**config.mk**
```make
export PLATFORM = sky130hd
export DESIGN_NAME = button_debounce
export DESIGN_NICKNAME = d
export VERILOG_FILES = /design/src/rtl/button_debounce.sv
export SDC_FILE = /design/constraint.sdc
export NUM_CORES = 1
export LEC_CHECK = 0
export CAP_MARGIN = 10
export CORE_MARGIN = 5
export CORE_UTILIZATION = 41
export DETAILED_ROUTE_END_ITERATION = 6
export RECOVER_POWER = 100
export SLEW_MARGIN = 20
export SYNTH_ARGS = -nofsm -noshare
export SYNTH_HDL_FRONTEND = slang
export SYNTH_SLANG_ARGS = --single-unit
```
**constraint.sdc**
```tcl
create_clock -name clk_i -period 3.3 [get_ports clk_i]
set_clock_uncertainty 0.2 [all_clocks]
set_input_delay 0.495 -clock clk_i [delete_from_list [all_inputs] [get_ports clk_i]]
set_output_delay 0.495 -clock clk_i [all_outputs]
set_load 0.1 [all_outputs]
```
**src/rtl/button_debounce.sv**
```systemverilog
`default_nettype none
// ============================================================================
// Module  : button_debounce
// Brief   : Synchronises and debounces one pushbutton pin; emits level,
//           press/release pulses and long-press detection.
// Revision: 1.0 - initial release
// ============================================================================
module button_debounce #(
  parameter int unsigned CLK_HZ        = 25_000_000,
  parameter int unsigned DEBOUNCE_MS   = 20,
  parameter int unsigned LONG_PRESS_MS = 1500,
  parameter bit          ACTIVE_LOW    = 1'b1
) (
  input  logic clk_i,
  input  logic rst_n_i,
  input  logic btn_i,
  output logic level_o,
  output logic press_o,
  output logic release_o,
  output logic long_press_o,
  output logic held_long_o
);

  localparam int unsigned DB_MAX = CLK_HZ / 1000 * DEBOUNCE_MS;
  localparam int unsigned LP_MAX = CLK_HZ / 1000 * LONG_PRESS_MS;
  localparam int unsigned DB_W   = $clog2(DB_MAX);
  localparam int unsigned LP_W   = $clog2(LP_MAX);

  localparam logic [DB_W-1:0] DB_LAST  = DB_W'(DB_MAX - 1);
  localparam logic [LP_W-1:0] LP_LAST  = LP_W'(LP_MAX - 1);
  localparam logic [DB_W-1:0] DB_ONE   = DB_W'(1);
  localparam logic [LP_W-1:0] LP_ONE   = LP_W'(1);
  localparam logic            PIN_IDLE = ACTIVE_LOW;

  localparam logic [2:0] ST_IDLE         = 3'd0;
  localparam logic [2:0] ST_PRESS_WAIT   = 3'd1;
  localparam logic [2:0] ST_PRESSED      = 3'd2;
  localparam logic [2:0] ST_LONG_HELD    = 3'd3;
  localparam logic [2:0] ST_RELEASE_WAIT = 3'd4;

  logic            sync1_q, sync1_d;
  logic            sync2_q, sync2_d;
  logic [2:0]      state_q, state_d;
  logic [DB_W-1:0] db_cnt_q, db_cnt_d;
  logic [LP_W-1:0] hold_cnt_q, hold_cnt_d;
  logic            src_long_q, src_long_d;
  logic            level_q, level_d;
  logic            press_q, press_d;
  logic            release_q, release_d;
  logic            long_press_q, long_press_d;
  logic            held_long_q, held_long_d;
  logic            pressed_s;

  assign sync1_d   = btn_i;
  assign sync2_d   = sync1_q;
  assign pressed_s = sync2_q ^ ACTIVE_LOW;

  always_ff @(posedge clk_i or negedge rst_n_i) begin
    if (!rst_n_i) begin
      sync1_q      <= PIN_IDLE;
      sync2_q      <= PIN_IDLE;
      state_q      <= ST_IDLE;
      db_cnt_q     <= '0;
      hold_cnt_q   <= '0;
      src_long_q   <= 1'b0;
      level_q      <= 1'b0;
      press_q      <= 1'b0;
      release_q    <= 1'b0;
      long_press_q <= 1'b0;
      held_long_q  <= 1'b0;
    end else begin
      sync1_q      <= sync1_d;
      sync2_q      <= sync2_d;
      state_q      <= state_d;
      db_cnt_q     <= db_cnt_d;
      hold_cnt_q   <= hold_cnt_d;
      src_long_q   <= src_long_d;
      level_q      <= level_d;
      press_q      <= press_d;
      release_q    <= release_d;
      long_press_q <= long_press_d;
      held_long_q  <= held_long_d;
    end
  end

  always_comb begin
    state_d    = state_q;
    db_cnt_d   = db_cnt_q;
    hold_cnt_d = hold_cnt_q;
    src_long_d = src_long_q;
    unique case (state_q)
      ST_IDLE: begin
        if (pressed_s) begin
          state_d  = ST_PRESS_WAIT;
          db_cnt_d = '0;
        end
      end
      ST_PRESS_WAIT: begin
        if (!pressed_s) begin
          state_d = ST_IDLE;
        end else if (db_cnt_q == DB_LAST) begin
          state_d    = ST_PRESSED;
          hold_cnt_d = '0;
        end else begin
          db_cnt_d = db_cnt_q + DB_ONE;
        end
      end
      ST_PRESSED: begin
        // A release sampled on the terminal hold count wins over the long press.
        if (!pressed_s) begin
          state_d    = ST_RELEASE_WAIT;
          db_cnt_d   = '0;
          src_long_d = 1'b0;
        end else if (hold_cnt_q == LP_LAST) begin
          state_d = ST_LONG_HELD;
        end else begin
          hold_cnt_d = hold_cnt_q + LP_ONE;
        end
      end
      ST_LONG_HELD: begin
        if (!pressed_s) begin
          state_d    = ST_RELEASE_WAIT;
          db_cnt_d   = '0;
          src_long_d = 1'b1;
        end
      end
      ST_RELEASE_WAIT: begin
        if (pressed_s) begin
          state_d = src_long_q ? ST_LONG_HELD : ST_PRESSED;
        end else if (db_cnt_q == DB_LAST) begin
          state_d = ST_IDLE;
        end else begin
          db_cnt_d = db_cnt_q + DB_ONE;
        end
      end
      default: begin
        state_d = ST_IDLE;
      end
    endcase
  end

  // Outputs follow the accepted transitions and are registered alongside the state.
  always_comb begin
    level_d      = level_q;
    held_long_d  = held_long_q;
    press_d      = 1'b0;
    release_d    = 1'b0;
    long_press_d = 1'b0;
    if ((state_q == ST_PRESS_WAIT) && (state_d == ST_PRESSED)) begin
      press_d = 1'b1;
      level_d = 1'b1;
    end
    if ((state_q == ST_PRESSED) && (state_d == ST_LONG_HELD)) begin
      long_press_d = 1'b1;
      held_long_d  = 1'b1;
    end
    if ((state_q == ST_RELEASE_WAIT) && (state_d == ST_IDLE)) begin
      release_d   = 1'b1;
      level_d     = 1'b0;
      held_long_d = 1'b0;
    end
  end

  assign level_o      = level_q;
  assign press_o      = press_q;
  assign release_o    = release_q;
  assign long_press_o = long_press_q;
  assign held_long_o  = held_long_q;

endmodule
`default_nettype wire

```
==> tab_implementation.tex <==
\begin{tabular}{lr}
\hline
Metric & Value \\
\hline
\multicolumn{2}{l}{\textbf{CTS}} \\
\quad Post-CTS setup buffers & 0 \\
\quad Largest buffer count on any clock path & 2 \\
\quad CTS tree & built \\
\quad Post-CTS resize count & 0 \\
\quad Sinks on Clock Net & 56 \\
\quad CTS buffer count & 5 \\
\quad Root Buffer Master & sky130\_fd\_sc\_hd\_\_clkbuf\_8 \\
\quad Post-CTS clock slew at the launch and capture registers of the worst setup and hold paths & around 0.10 ns \\
\quad Post-CTS Hold Fix Bufs & 0 \\
\quad Maximum level of the CTS H-tree & 2 \\
\quad Clock insertion delay at the later pin of the skew report & 0.32 ns \\
\multicolumn{2}{l}{\textbf{Finish}} \\
\quad Multi-input logic area & about 0.0015 mm² \\
\quad Nets & 341 \\
\quad Diodes inserted & 0 \\
\quad Synth-to-Final Area Change & 7.00\% \\
\quad Post-route cell area & 0.00325 mm² \\
\quad Sequential Area & between 0.001 and 0.0015 mm² \\
\quad Fraction of final layout cells sized beyond drive strength 1 & 5.93\% \\
\quad Fill cell instance count of the final layout & around 750 \\
\multicolumn{2}{l}{\textbf{Setup path}} \\
\quad Slowest cell on the critical path & sky130\_fd\_sc\_hd\_\_or4\_1 \\
\quad CP Data Required Time & between 3 and 4 ns \\
\quad Worst flop-to-flop path startpoint & db\_cnt\_q[0] \\
\quad Critical path endpoint category & flop \\
\quad Worst reg2reg path depth & 7 \\
\quad Logic depth of the worst path, buffers included & 7 \\
\quad Startpoint kind of the worst setup timing path & flop \\
\quad Critical path cell sequence & ha\_1, nand3\_4, or3\_1, nor2\_2, o21ai\_1, or4\_1, nand2\_1 \\
\quad Worst Path Arrival & roughly 3 ns \\
\quad First element of the critical path & db\_cnt\_q[0] \\
\quad Critical path's top delay family & simple AND/OR/NAND/NOR gates \\
\quad Critical path buffer and inverter count & 0 \\
\quad Critical R2R Capture & hold\_cnt\_q[15] \\
\quad Maximum fanout along the worst path & 14 \\
\quad CP Capture Point & hold\_cnt\_q[15] \\
\quad Reg2Reg Setup Slack & about 0.35 ns \\
\quad Crit path kind & reg -> reg \\
\quad Max stage delay on crit path & about 0.55 ns \\
\multicolumn{2}{l}{\textbf{Timing}} \\
\quad Setup repair after global routing missed its margin & false \\
\quad Number of max-slew violations in the final report & 31 \\
\quad Summed negative setup slack over all endpoints & 0 ns \\
\quad Relative slew slack & -5.45\% \\
\quad Share of the clock period used by the worst path after layout & roughly nine tenths \\
\quad Max Fclk & about 0.34 GHz \\
\quad Final hold violations & 0 \\
\quad Final number of setup-violating endpoints & 0 \\
\quad Actual transition at the worst max-transition pin & about 1.6 ns \\
\quad Final critical path time including I/O delays and setup & 2.95 ns \\
\multicolumn{2}{l}{\textbf{Synth}} \\
\quad Synth Area per Inst & about 9.3 µm² \\
\quad Primary FF master, synth & sky130\_fd\_sc\_hd\_\_dfrtp\_1 \\
\quad Asr flop ratio synth & 100\% \\
\quad Top post-synthesis cells by count & sky130\_fd\_sc\_hd\_\_dfrtp\_1 (54), sky130\_fd\_sc\_hd\_\_nor2\_1 (42), sky130\_fd\_sc\_hd\_\_nand2\_1 (27) \\
\quad Mapped Cells & approximately 330 \\
\quad Top cells by area, synth & sky130\_fd\_sc\_hd\_\_dfrtp\_1 (44\%), sky130\_fd\_sc\_hd\_\_nor2\_1 (5.2\%), sky130\_fd\_sc\_hd\_\_xnor2\_1 (5.2\%) \\
\quad Area share of the largest cell type after synthesis & between 40\% and 50\% \\
\quad Post-synth EDFFs & 0 \\
\quad Number of flip-flops and latches in the synthesized netlist & 56 \\
\quad Number of nets in the synthesized netlist & between 300 and 400 \\
\quad Total of warnings raised by yosys & 0 \\
\quad Post-synthesis cell area & just over 0.003 mm² \\
\quad Sequential-to-total area share from yosys stat & 46.2\% \\
\quad Dominant cell by count in the synthesized netlist & sky130\_fd\_sc\_hd\_\_dfrtp\_1 \\
\quad Biggest area consumer among synthesized cells & sky130\_fd\_sc\_hd\_\_dfrtp\_1 \\
\quad Count of different cell masters after synthesis & 50 \\
\multicolumn{2}{l}{\textbf{GRT}} \\
\quad Global-route wire length before repair & 11.5 mm \\
\quad Via count of the first global-routing pass & 2386 \\
\quad Maximum number of pins on one net before global-route repair & 31 \\
\quad Antenna violations before repair & 0 \\
\quad Global route total overflow & 0 \\
\quad Global-route usage over all layers & approximately 16\% \\
\multicolumn{2}{l}{\textbf{Run status}} \\
\quad Failing checks & max-capacitance violations, max-slew violations \\
\quad Run status & finished, violations left \\
\multicolumn{2}{l}{\textbf{Place}} \\
\quad HPWL after DPL & $\sim$4.6 mm \\
\quad Final weighted congestion of routability-driven global placement & slightly above 0.8 \\
\quad Cell area after placement & around 0.0032 mm² \\
\quad Count of buffers inserted at the top-level ports & 7 \\
\multicolumn{2}{l}{\textbf{Drt}} \\
\quad Starting DRT DRC Count & 64 \\
\quad Per-cell routed wire length & 14.8 µm \\
\quad Number of vias per cell & 5.59 \\
\quad Number of detailed-routing iterations run before antenna repair & 4 \\
\quad Count of vias placed by the detailed router & about 2400 \\
\quad \# DRC & 0 \\
\quad Final Routed Wirelength & 6.43 mm \\
\quad DRT antenna net count & 0 \\
\multicolumn{2}{l}{\textbf{Run}} \\
\quad Count of max-cap constraint violations & 1 \\
\multicolumn{2}{l}{\textbf{Floorplanning}} \\
\quad Initial Utilization & between 40\% and 50\% \\
\quad Core region area & around 0.007 mm² \\
\quad Top-level I/O count & 8 \\
\quad Chip width & $\sim$96 µm \\
\quad Row count & 31 \\
\quad Die boundary height & about 96 µm \\
\quad Floorplan die area & just over 0.009 mm² \\
\multicolumn{2}{l}{\textbf{Min path}} \\
\quad Type of the tightest min-delay check & reg -> reg \\
\quad Worst hold stages & 0 \\
\multicolumn{2}{l}{\textbf{Power}} \\
\quad P per Cell Area & 363 mW/mm² \\
\quad P\_leak & 1.27 nW \\
\quad Max IR drop VDD & around 0.2 mV \\
\quad Pwr Total & approximately 1.2 mW \\
\hline
\end{tabular}
worst min-delay path by stage:
stage,slack (ns),start,end
CTS,0.03,rst_n_i,db_cnt_q[5]
global placement,0.15,sync1_q,sync2_q
floorplan,-0.0006,rst_n_i,db_cnt_q[0]
finish,0.16,sync1_q,sync2_q
detailed placement,0.15,sync1_q,sync2_q
global route,0.17,sync1_q,sync2_q
metrics by stage:
stage	hold WS, ns	cells	util [%]	worst slack, ns
6_report	0.164	436	45.0	0.346
3_3_place_gp	0.149	428	44.5	0.497
5_1_grt	0.170	436	45.0	0.129
2_1_floorplan	-0.000591	328	-	0.854
4_1_cts	0.0251	436	45.7	0.398
3_5_place_dp	0.147	428	44.5	0.428
report_power, final:
part | switching (mW) | internal (mW)
logic | 0.0428 | 0.0284
registers | 0.0247 | 0.704
clock network | 0.228 | 0.152
kinds of logic (layout without fill, tap and decap cells):
family	Yosys count	after routing	synth area share, %
AO/OA/AOI/OAI	60	60	12.0
XOR/XNOR	30	30	8.65
adder cells (fa/ha/maj)	2	2	0.824
buffers and inverters	22	31	3.01
flip-flops	56	56	46.2
multiplexers	3	3	1.11
AND/OR/NAND/NOR	155	155	28.2
layer usage:
layer	track usage, %	routed length [µm]
met5	0	0
met4	5.33	108
met3	2.74	167
met2	25.1	2980
met1	21.6	3180
flip-flops by register name, summed over array words and instances (netlist names):
name / count
release_o: 1
state_q: 3
db_cnt_q: 19
long_press_o: 1
hold_cnt_q: 26
src_long_q: 1
press_o: 1
sync2_q: 1
sync1_q: 1
level_o: 1
held_long_o: 1
cells in the final DEF, fill, tap and decap left out, drive strengths merged, types with 2 or more instances in the layout:
master	Yosys	final
a2111oi	3	3
a211oi	2	2
a21oi	21	21
and2	2	2
and3	2	2
and4	4	4
buf	7	3
clkbuf	6	16
dfrtp	54	54
dfstp	2	2
ha	2	2
inv	9	9
mux2	3	3
nand2	27	27
nand2b	2	2
nand3	13	13
nand3b	2	2
nand4	10	10
nor2	43	43
nor3	8	8
nor3b	5	5
nor4	5	5
nor4b	4	4
nor4bb	2	2
o2111ai	2	2
o211ai	6	6
o21ai	18	18
o31ai	2	2
or3	14	14
or4	8	8
xnor2	18	18
xor2	12	12
final cells by class:
| type | count | share of cell area [%] |
|---|---|---|
| Inverter | 9 | 1.04 |
| Clock inverter | 2 | 0.501 |
| Clock buffer | 6 | 2.23 |
| Timing Repair Buffer | 14 | 2.16 |
| Tap cell | 99 | 3.81 |
| Multi-Input combinational cell | 250 | 47.1 |
| Sequential cell | 56 | 43.2 |
(Power assumes the default switching activity.)
